### src/rtl/ecc_62_pkg.sv
// ============================================================================
// Module : ecc_62_pkg
// Brief  : Shared constants for the 62-bit SECDED code (write encoder and
//          read-path decoder): data-to-position table, Hamming masks and
//          error-injection mode encodings.
// Rev    : 1.0  initial release
// ============================================================================
`default_nettype none

package ecc_62_pkg;

  localparam int unsigned ECC_DATA_W   = 62;
  localparam int unsigned ECC_HAM_W    = 7;
  localparam int unsigned ECC_PARITY_W = 8;
  localparam int unsigned ECC_MAX_POS  = 69;

  // Error-injection modes (only meaningful when injection is built in)
  typedef enum logic [1:0] {
    INJ_NONE   = 2'b00,
    INJ_SINGLE = 2'b01,
    INJ_DOUBLE = 2'b10,
    INJ_RSVD   = 2'b11
  } inj_mode_e;

  typedef logic [ECC_HAM_W-1:0][ECC_DATA_W-1:0] par_mask_t;

  // Codeword position of data bit d: positions 1..69 with powers of two
  // reserved for check bits, data filling the rest in ascending order.
  function automatic int unsigned f_data_pos(input int unsigned d);
    int unsigned pos;
    int unsigned cnt;
    pos = 0;
    cnt = 0;
    for (int unsigned p = 1; p <= ECC_MAX_POS; p++) begin
      if ((p & (p - 1)) != 0) begin
        if (cnt == d) pos = p;
        cnt++;
      end
    end
    return pos;
  endfunction

  // One mask per Hamming bit: data bits whose position has bit i set.
  function automatic par_mask_t f_par_masks();
    par_mask_t m;
    m = '0;
    for (int unsigned i = 0; i < ECC_HAM_W; i++) begin
      for (int unsigned d = 0; d < ECC_DATA_W; d++) begin
        if (((f_data_pos(d) >> i) & 1) != 0) m[i][d] = 1'b1;
      end
    end
    return m;
  endfunction

  localparam par_mask_t PAR_MASK = f_par_masks();

endpackage

`default_nettype wire

### src/rtl/ecc_62_enc.sv
// ============================================================================
// Module : ecc_62_enc
// Brief  : Combinational SECDED encoder, 62 data bits -> 8 parity bits
//          (7 Hamming + overall). Bypass forces parity to zero.
// Rev    : 1.0  initial release
// ============================================================================
`default_nettype none

module ecc_62_enc
  import ecc_62_pkg::*;
(
  input  logic [ECC_DATA_W-1:0]   data_in,
  input  logic                    bypass,
  output logic [ECC_PARITY_W-1:0] parity_out
);

  logic [ECC_HAM_W-1:0] w_ham;
  logic                 w_overall;

  // Hamming bits: reduction XOR over each position-class mask
  always_comb begin
    for (int i = 0; i < ECC_HAM_W; i++) begin
      w_ham[i] = ^(data_in & PAR_MASK[i]);
    end
  end

  // Overall bit covers all data and all Hamming bits
  assign w_overall  = (^data_in) ^ (^w_ham);
  assign parity_out = bypass ? '0 : {w_overall, w_ham};

endmodule

`default_nettype wire

### src/rtl/ecc_62_enc_fault_detc.sv
// ============================================================================
// Module : ecc_62_enc_fault_detc
// Brief  : FIFO write-side SECDED encoder with two lockstep encoder copies.
//          A mismatch poisons the codeword (syndrome 3, overall unchanged)
//          so the read-path decoder flags a double-bit error; faults are
//          also flagged, made sticky and counted.
//          Optional macro ECC_62_ERR_INJ_EN adds post-encode data error
//          injection (inj_arm / inj_mode / inj_pos).
// Rev    : 1.0  initial release
// ============================================================================
`default_nettype none

module ecc_62_enc_fault_detc
  import ecc_62_pkg::*;
#(
  parameter int unsigned DATA_WIDTH   = ECC_DATA_W,
  parameter int unsigned PARITY_WIDTH = ECC_PARITY_W,
  parameter int unsigned FCNT_WIDTH   = 8
) (
  input  logic                    clk,
  input  logic                    rst_n,
  input  logic                    ecc_fault_detc_en,
  input  logic                    bypass,
  input  logic                    in_valid,
  output logic                    in_ready,
  input  logic [DATA_WIDTH-1:0]   data_in,
  output logic                    out_valid,
  input  logic                    out_ready,
  output logic [DATA_WIDTH-1:0]   data_out,
  output logic [PARITY_WIDTH-1:0] parity_out,
  output logic                    ecc_fault,
  output logic                    fault_sticky,
  output logic [FCNT_WIDTH-1:0]   fault_cnt,
  input  logic                    fault_clr
`ifdef ECC_62_ERR_INJ_EN
  ,
  input  logic                    inj_arm,
  input  logic [1:0]              inj_mode,
  input  logic [5:0]              inj_pos
`endif
);

  logic [PARITY_WIDTH-1:0] w_par0;
  logic [PARITY_WIDTH-1:0] w_par1;
  logic                    w_accept;
  logic                    w_mismatch;
  logic [PARITY_WIDTH-1:0] w_par_sel;
  logic [DATA_WIDTH-1:0]   w_data_cw;

  logic                    r_out_valid;
  logic [DATA_WIDTH-1:0]   r_data;
  logic [PARITY_WIDTH-1:0] r_parity;
  logic                    r_ecc_fault;
  logic                    r_sticky;
  logic [FCNT_WIDTH-1:0]   r_cnt;

  // Redundant encoders; only u0 drives the codeword, u1 is the checker copy
  ecc_62_enc u0 (
    .data_in    (data_in),
    .bypass     (bypass),
    .parity_out (w_par0)
  );

  ecc_62_enc u1 (
    .data_in    (data_in),
    .bypass     (bypass),
    .parity_out (w_par1)
  );

  assign in_ready   = ~r_out_valid | out_ready;
  assign w_accept   = in_valid & in_ready;
  assign w_mismatch = ecc_fault_detc_en & ~bypass & w_accept & (w_par0 != w_par1);

  // Poison flips check bits 1 and 2 (syndrome 3); overall parity untouched
  assign w_par_sel  = w_mismatch ? (w_par0 ^ {{(PARITY_WIDTH-2){1'b0}}, 2'b11}) : w_par0;

`ifdef ECC_62_ERR_INJ_EN
  logic                  r_inj_armed;
  inj_mode_e             r_inj_mode;
  logic [5:0]            r_inj_pos;
  logic [5:0]            w_inj_next;
  logic [DATA_WIDTH-1:0] w_inj_one;
  logic [DATA_WIDTH-1:0] w_inj_mask;

  assign w_inj_next = (r_inj_pos == 6'd61) ? 6'd0 : (r_inj_pos + 6'd1);
  assign w_inj_one  = {{(DATA_WIDTH-1){1'b0}}, 1'b1};

  // Corruption pattern applied to the data after encoding
  always_comb begin
    w_inj_mask = '0;
    if (r_inj_armed && (r_inj_pos < 6'd62)) begin
      case (r_inj_mode)
        INJ_SINGLE: w_inj_mask = w_inj_one << r_inj_pos;
        INJ_DOUBLE: w_inj_mask = (w_inj_one << r_inj_pos) | (w_inj_one << w_inj_next);
        default:    w_inj_mask = '0;
      endcase
    end
  end

  assign w_data_cw = data_in ^ w_inj_mask;

  // Arm on pulse; consumed by the next accept (a same-cycle arm re-arms)
  always_ff @(posedge clk or negedge rst_n) begin
    if (!rst_n) begin
      r_inj_armed <= 1'b0;
      r_inj_mode  <= INJ_NONE;
      r_inj_pos   <= '0;
    end else if (inj_arm) begin
      r_inj_armed <= 1'b1;
      r_inj_mode  <= inj_mode_e'(inj_mode);
      r_inj_pos   <= inj_pos;
    end else if (w_accept) begin
      r_inj_armed <= 1'b0;
    end
  end
`else
  assign w_data_cw = data_in;
`endif

  // Output register stage: load on accept, drain when downstream takes it
  always_ff @(posedge clk or negedge rst_n) begin
    if (!rst_n) begin
      r_out_valid <= 1'b0;
      r_data      <= '0;
      r_parity    <= '0;
      r_ecc_fault <= 1'b0;
    end else if (w_accept) begin
      r_out_valid <= 1'b1;
      r_data      <= w_data_cw;
      r_parity    <= w_par_sel;
      r_ecc_fault <= w_mismatch;
    end else if (out_ready) begin
      r_out_valid <= 1'b0;
      r_ecc_fault <= 1'b0;
    end
  end

  // Sticky flag and saturating counter; clear has priority over a new fault
  always_ff @(posedge clk or negedge rst_n) begin
    if (!rst_n) begin
      r_sticky <= 1'b0;
      r_cnt    <= '0;
    end else if (fault_clr) begin
      r_sticky <= 1'b0;
      r_cnt    <= '0;
    end else if (w_mismatch) begin
      r_sticky <= 1'b1;
      if (r_cnt != {FCNT_WIDTH{1'b1}}) r_cnt <= r_cnt + 1'b1;
    end
  end

  assign out_valid    = r_out_valid;
  assign data_out     = r_data;
  assign parity_out   = r_parity;
  assign ecc_fault    = r_ecc_fault;
  assign fault_sticky = r_sticky;
  assign fault_cnt    = r_cnt;

endmodule

`default_nettype wire

### config.mk
export PLATFORM = sky130hd
export DESIGN_NAME = ecc_62_enc_fault_detc
export DESIGN_NICKNAME = d
export VERILOG_FILES = /design/src/rtl/ecc_62_pkg.sv /design/src/rtl/ecc_62_enc.sv /design/src/rtl/ecc_62_enc_fault_detc.sv
export SDC_FILE = /design/constraint.sdc
export NUM_CORES = 1
export LEC_CHECK = 0
export ABC_AREA = 1
export CAP_MARGIN = 20
export CORE_MARGIN = 2
export CORE_UTILIZATION = 27
export CTS_CLUSTER_DIAMETER = 40
export DETAILED_ROUTE_END_ITERATION = 7
export PLACE_DENSITY_LB_ADDON = 0.3
export SYNTH_ARGS = -nofsm -noshare
export SYNTH_HDL_FRONTEND = slang
export SYNTH_SLANG_ARGS = --single-unit
### constraint.sdc
create_clock -name clk -period 1.4 [get_ports clk]
set_clock_uncertainty 0.05 [all_clocks]
set_input_delay 0.28 -clock clk [delete_from_list [all_inputs] [get_ports clk]]
set_output_delay 0.28 -clock clk [all_outputs]
set_load 0.01 [all_outputs]
=== Word level (Yosys, flattened, before mapping) ===
Cells that the tools add are included.

* Register bits after elaboration: 81
* Bits in latches: 0
* Memory bits (writable): 0
* ROM bits: 0
* Output and inout port bits: 82
* Logic and storage cells: 26
* Memories: 0

* Add/subtract/negate cells: 0
* $mul: 0
* Divide/modulo/power cells: 0
* Magnitude comparators: 0
* Equality and inequality tests: 0
* Shifts and indexed selects: 0
* Muxes and demuxes: 6
* Bitwise logic cells: 4
* Reduce and logical (&&, ||, !) cells: 10

{| class="wikitable"
|+ Operators by type and width
! kind !! count
|-
| $reduce_xor A62 Y1 || 8
|-
| $mux W8 || 2
|-
| $reduce_xor A7 Y1 || 1
|-
| $mux W1 || 4
|-
| $reduce_bool A2 Y1 || 1
|-
| $and A1 B1 Y1 || 1
|-
| $not A1 Y1 || 1
|-
| $or A1 B1 Y1 || 1
|-
| $xor A1 B1 Y1 || 1
|}

=== Longest topological paths before layout ===
Gate-level depths: netlist of the first run.

* Depth after elaboration: 4
* Mapped depth: 25

=== Hierarchy ===
A second synthesis of the first run with hierarchy kept.

* Cell total of the unflattened synthesis: 2092
* Area, all modules: 10418.7 um^2

{| class="wikitable"
|+ Modules (own cells, without submodules)
! module !! times used !! cells an instance !! area an instance (um^2)
|-
| ecc_62_enc || 2 || 839 || 3497.1
|-
| ecc_62_enc_fault_detc || 1 || 414 || 3424.5
|}

=== Worst setup path before layout of the first run ===
No wires, ideal clock.

* Path type: input port to flip-flop
* Start point: in data_in[40]
* End point: reg r_parity[7] (netlist: parity_out[7])
* Arrival time: 1.655 ns
* Required time: 1.233 ns
* Slack: -0.422 ns
* Stages on the path: 21
* Buffers on the path: 1
* Path through: buf_4 -> nand2_1 -> inv_1 -> nor2_2 -> nand2_1 -> nand2_1 -> nand2_1 -> nand2_1 -> nand3_2 -> nand2_2 -> nand2_1 -> nand3_2 -> nand2_2 -> inv_1 -> nand2_1 -> nand3_1 -> nand2_1 -> nand2_1 -> nand3_1 -> nand3_1 -> nand2_1

* Cells in the longest elaborated chain, start to end: 4
* Elaborated cells between the ends (all ways): 9
* Classes of those cells: 1 x mux; 1 x bitwise; 7 x reduce/logical

{| class="wikitable"
|+ RTL lines
! what !! line !! source
|-
| start, declared || ecc_62_enc_fault_detc.sv:26 || <nowiki>input logic [DATA_WIDTH-1:0] data_in,</nowiki>
|-
| $reduce_xor A62 Y1 || ecc_62_enc.sv:23 || <nowiki>w_ham[i] = ^(data_in & PAR_MASK[i]);</nowiki>
|-
| $reduce_xor A7 Y1 || ecc_62_enc.sv:28 || <nowiki>assign w_overall = (^data_in) ^ (^w_ham);</nowiki>
|-
| $xor A1 B1 Y1 * || ecc_62_enc.sv:28 ||
|-
| $mux W8 * || ecc_62_enc.sv:29 || <nowiki>assign parity_out = bypass ? '0 : {w_overall, w_ham};</nowiki>
|-
| end signal, assigned || ecc_62_enc_fault_detc.sv:130 || <nowiki>r_parity <= w_par_sel;</nowiki>
|-
| end, declared || ecc_62_enc_fault_detc.sv:52 || <nowiki>logic [PARITY_WIDTH-1:0] r_parity;</nowiki>
|}

Mark *: on every way between the ends. The rest lies on a longest branch, timed or not.
A chain may end at the register's enable or synchronous reset.

=== Worst setup path in the final report of the first run ===
* Start point: in data_in[38]
* End point: reg r_parity[7] (netlist: parity_out[7])

Same word-level chain as after synthesis.

==> results_dict.tcl, run 1 <==
set metrics [dict create \
    antenna_cells 0 \
    critical_path.max_fanout 4 \
    endpoint_kind "flop" \
    required_ns 1.58 \
    die_h_um 152.4 \
    hp-start "data_in[18]" \
    numPortBuffers 138 \
    syn_avg_cell_area_sq_um 5.948 \
    clk_latency_ns 0.34 \
    reg2reg_depth 6 \
    htree_levels 3 \
    synth_seq_cells 71 \
    routedWlPerCell_um 12.46 \
    grt_pass1_wl_um 30240 \
    critPathKind "in2reg" \
    worstReg2RegEnd "data_out[11]$_DFFE_PN0P_" \
    worst_slack_ns -0.4014 \
    overflow 0 \
    first_pass_iters 4 \
    ys_seq_area_share_pct 29.87 \
    rsz0062_at_grt "true" \
    r2r-start "out_valid$_DFFE_PN0P_" \
    crit_path_start_kind "input port" \
    cts_buffer_depth 2 \
    most-common-layout-cells "nand2_1 (362), nand2_2 (181), buf_4 (101)" \
    nets 1310 \
    clock_sinks 71 \
    min_period_ns 1.801 \
    cts-root-buf "clkbuf_16" \
    p_leak_nw 5.415 \
    cts_tree "built" \
    post_drt_via_cell_ratio 4.437 \
    setup_viol 7 \
    die-area_sq_um 23230 \
    core_area_sq_um 21760 \
    power_frac_clock_pct 27.6 \
    power_frac_seq_pct 24.8 \
    max-cap-violations 0 \
    fmax_mhz 555.1 \
    drt_iter0_markers 234 \
    synth_area_sq_um 5948 \
    start_util_pct 27.34 \
    synth_cell_types 22 \
    drive_gt1_share_pct 47.83 \
    fp-row-count 54 \
    hold_viol 0 \
    drt-total-wl_um 19010 \
    finalCoreUtilization_pct 45.88 \
    status "complete, but fails checks" \
    violations "negative setup slack" \
    ff2ff_setup_slack_ns 0.15 \
    holdPathEnd "data_out[18]$_DFFE_PN0P_" \
    ir_drop_mv 0.5428 \
    postSynthCellCount 1000 \
    crit_arrival_ns 1.98 \
    p_per_area_nw_per_um2 1017 \
    power.internal_w 0.006306 \
    final_common_cell "nand2_1" \
    holdWs_ns 0.1668 \
    drc 0 \
    switching_share_pct 37.88 \
    whs_path_depth 3 \
    final.period_utilization_pct 128.7 \
    p_comb_share_pct 47.6 \
    synth-warning-count 0 \
    slew_viol_final 0 \
    worstHoldPathType "in2reg" \
    dp_hpwl_um 13740 \
    track_usage_pct 15.81 \
    ant_nets 0 \
    vias 6771 \
    grt_antenna_before_repair 0 \
    ios 151 \
    grt_pass1_vias 6263 \
    numCtsBuffers 9 \
    gp_congestion 0.8161 \
    syn_to_final_growth_pct 67.80 \
    grt_max_degree 72 \
    die_x_um 152.4 \
    p_sw_w 0.003845 \
    clk_pin_slew_ns 0.06 \
]
Yosys cell counts:
| cell type | instances | area [sq um] |
|---|---|---|
| xnor2_1 | 20 | 175.2 |
| xnor2_2 | 1 | 16.27 |
| o21ai_1 | 2 | 10.01 |
| o21ai_0 | 63 | 315.3 |
| inv_1 | 67 | 251.5 |
| nand3_2 | 6 | 60.06 |
| conb_1 | 1 | 3.750 |
| inv_2 | 34 | 127.6 |
| buf_4 | 16 | 120.1 |
| nand2_4 | 6 | 67.56 |
| clkbuf_1 | 14 | 52.55 |
| nand3b_1 | 4 | 30.03 |
| xor2_2 | 4 | 65.06 |
| nor2_1 | 15 | 56.30 |
| nand2_1 | 548 | 2057 |
| nand2_2 | 33 | 206.5 |
| nand4_1 | 1 | 6.260 |
| nor2_2 | 6 | 37.54 |
| nand3_1 | 68 | 340.3 |
| or2_1 | 1 | 6.260 |
| xor2_1 | 19 | 166.4 |
| dfrtp_1 | 71 | 1777 |
layout make-up:
type / instances / area (sq um)
Sequential cell: 71 / 1777
Tap cell: 280 / 350.3
Multi-Input combinational cell: 807 / 4964
Fill cell: 2219 / 11780
Clock inverter: 5 / 103.9
Clock buffer: 11 / 252.7
Inverter: 101 / 421.7
Timing Repair Buffer: 251 / 2112
worst max-delay path by stage:
stage,to,slack (ns),start,cells past startpoint
CTS,parity_out[7]$_DFFE_PN0P_,-0.45,data_in[32],23
global route,parity_out[7]$_DFFE_PN0P_,-0.58,data_in[21],21
finish,parity_out[7]$_DFFE_PN0P_,-0.40,data_in[38],21
detailed placement,parity_out[7]$_DFFE_PN0P_,-1.21,data_in[32],23
floorplan,parity_out[7]$_DFFE_PN0P_,-0.40,data_in[56],23
global placement,parity_out[7]$_DFFE_PN0P_,-1.18,data_in[32],23
metrics by stage:
step / cells / cell area, sq um / power [W] / worst slack (ns) / setup TNS (ns)
finish: 1526 / 9981 / 0.01015 / -0.4014 / -1.209
global route: 1526 / 9981 / 0.01088 / -0.5791 / -2.023
CTS: 1513 / 9135 / 0.009541 / -0.4467 / -1.146
detailed placement: 1476 / 8247 / 0.006440 / -1.211 / -22.23
global placement: 1476 / 8247 / 0.006391 / -1.177 / -22.24
floorplan: 1009 / 6041 / 0.004743 / -0.3965 / -0.4483
power groups by stage:
stage	registers [W]	clock network (W)	logic, W
after CTS	0.00252	0.00289	0.00412
after detailed placement	0.00257	0	0.00387
final	0.00252	0.00280	0.00484
after global routing	0.00257	0.00297	0.00535
after floorplan	0.00271	0	0.00204
after global placement	0.00257	0	0.00383
worst max-delay path: stages:
cell and delay (ns):
buf_2 0.12, buf_4 0.13, nand2_1 0.07, nand2_2 0.08
nand2_1 0.08, nand2_2 0.08, nand2_2 0.11, nand2_2 0.07
nand2_4 0.08, nand2_4 0.07, nand2_4 0.07, nand3_4 0.08
buf_6 0.13, nand3_4 0.08, nand3_2 0.07, nand2_2 0.08
nand2_1 0.06, nand2_1 0.05, nand2_1 0.04, nand3_1 0.07
nand2_1 0.05
sequential cells by signal (all words and copies together) (netlist names):
name	flops
out_valid	1
parity_out	8
data_out	62
metal layers:
metal	GRT usage, %	wire length (um)
met1	19.98	8367
met2	27.35	9495
met3	2.929	691
met4	5.026	454
met5	0	0
logic make-up after synthesis:
kind of cell	count (synthesis)	share of synthesized area [%]
XOR/XNOR	44	7.110
AND/OR/NAND/NOR	688	48.21
buffers and inverters	131	9.276
AO/OA/AOI/OAI	65	5.469
flip-flops	71	29.87
other	1	0.06304
timing repair:
| action | CTS | global route |
|---|---|---|
| endpoints found under the hold margin | 71 | 0 |
| gates cloned | 1 | 0 |
| buffers inserted | 20 | 16 |
| hold buffers | 1 | 0 |
| pin swaps | 108 | 151 |
| gates resized for setup | 490 | 280 |
| setup endpoints to repair | 80 | 8 |
(Power assumes the default switching activity.)
==> run 2: changes to the inputs <==
- PLACE_DENSITY_LB_ADDON: 0.3 -> default
==> results_dict.tcl, run 2 (synthesized netlist as in run 1, its figures left out) <==
set metrics [dict create \
    tns_ns -1.082 \
    die_x_um 152.4 \
    crit_path_start_kind "input port" \
    ios 151 \
    drc 0 \
    crit_arrival_ns 1.97 \
    fmax_mhz 560.0 \
    critPathKind "in2reg" \
    ff2ff_setup_slack_ns 0.11 \
    p_per_area_nw_per_um2 935.5 \
    most-common-layout-cells "nand2_1 (352), nand2_2 (181), buf_4 (126)" \
    die-area_sq_um 23230 \
    final_common_cell "nand2_1" \
    status "complete, but fails checks" \
    antenna_cells 0 \
    grt_pass1_vias 6503 \
    placed_area_sq_um 8224 \
    overflow 0 \
    grt_antenna_before_repair 0 \
    cts_buffer_depth 2 \
    cts_tree "built" \
    grt_max_degree 45 \
    numPortBuffers 138 \
    max-cap-violations 0 \
    worstHoldPathType "in2reg" \
    nets 1336 \
    final.period_utilization_pct 127.5 \
    finalCoreUtilization_pct 47.41 \
    core_area_sq_um 21760 \
    vias 6893 \
    p_leak_nw 5.599 \
    track_usage_pct 16.24 \
    start_util_pct 27.34 \
    rsz0062_at_grt "true" \
    clk_latency_ns 0.34 \
    first_pass_iters 4 \
    dp_slack_ns -1.186 \
    ir_drop_mv 0.5920 \
    cts-root-buf "clkbuf_16" \
    required_ns 1.59 \
    drive_gt1_share_pct 49.76 \
    die_h_um 152.4 \
    drt-total-wl_um 19910 \
    slew_viol_final 0 \
    htree_levels 3 \
    violations "negative setup slack" \
    clock_sinks 71 \
    hold_viol 0 \
    drt_iter0_markers 270 \
    critical_path.max_fanout 5 \
    dp_hpwl_um 14040 \
    fin_cells 1552 \
    finalInstanceArea_sq_um 10310 \
    grt_pass1_wl_um 31040 \
    ant_nets 0 \
    dp.cells 1473 \
    largest_register_ffs 62 \
    routedWlPerCell_um 12.83 \
    numCtsBuffers 9 \
    gp_congestion 0.8174 \
    endpoint_kind "flop" \
    fp-row-count 54 \
    worst_slack_ns -0.3856 \
    clk_pin_slew_ns 0.06 \
    min_period_ns 1.786 \
    post_drt_via_cell_ratio 4.441 \
    syn_to_final_growth_pct 73.41 \
    setup_viol 7 \
]
==> run 2: final timing paths <==
kind | cells past startpoint | startpoint | endpoint
hold reg to reg | 2 | data_out[4]$_DFFE_PN0P_ | data_out[4]$_DFFE_PN0P_
max in group asynchronous | 3 | rst_n | out_valid$_DFFE_PN0P_
setup reg to reg | 6 | out_valid$_DFFE_PN0P_ | parity_out[0]$_DFFE_PN0P_
hold / removal | 3 | data_in[6] | data_out[6]$_DFFE_PN0P_
setup / recovery | 21 | data_in[21] | parity_out[7]$_DFFE_PN0P_
min in group asynchronous | 2 | rst_n | data_out[23]$_DFFE_PN0P_
==> run 2: critical path, stage by stage <==
cell     delay (ns)
buf_4          0.13
inv_4          0.08
nand2_1        0.06
nand2_2        0.12
nand2_4        0.08
nand2_4        0.08
nand2_2        0.07
nand3_1        0.10
nand3_2        0.11
nand2_4        0.11
inv_2          0.06
nor2_4         0.12
nor2_4         0.06
nand2_4        0.08
nand3_2        0.07
nand2_1        0.07
nand2_1        0.06
nand2_1        0.06
nand2_1        0.04
nand3_1        0.07
nand2_1        0.05
==> run 2: layout make-up <==
class	count	area, sq um
clock buffers	13	260.3
clock inverters	3	17.52
fillers	2201	11440
inverters	101	459.2
multi-input cells	807	5039
flip-flops and latches	71	1777
well taps	280	350.3
repair buffers	277	2412
==> run 2: power breakdown <==
group / leakage [nW] / switching [W] / internal [W] / total (W)
logic: 4.59 / 0.00276 / 0.00213 / 0.00488
registers: 0.876 / 0.000158 / 0.00236 / 0.00252
clock network: 0.136 / 0.000950 / 0.00129 / 0.00224
total: 5.60 / 0.00386 / 0.00578 / 0.00965
==> run 2: through the flow <==
stage / total power [W] / hold slack, ns
finish: 0.009649 / 0.1641
global route: 0.01037 / 0.1680
CTS: 0.008995 / 0.1591
detailed placement: 0.006401 / 0.1541
global placement: 0.006368 / 0.1533
floorplan: 0.004743 / -0.06559
==> run 2: repair_timing <==
action	CTS	global route
setup endpoints to repair	88	14
endpoints found under the hold margin	20	0
gates resized for setup	489	356
setup buffers	47	26
cloned	1	0
pin swaps	109	172
hold buffers	1	0
==> run 2: per-layer routing <==
layer | track usage (%) | routed length, um
met1 | 20.34 | 8687
met2 | 27.91 | 9848
met3 | 2.986 | 742
met4 | 6.041 | 627
met5 | 0 | 0
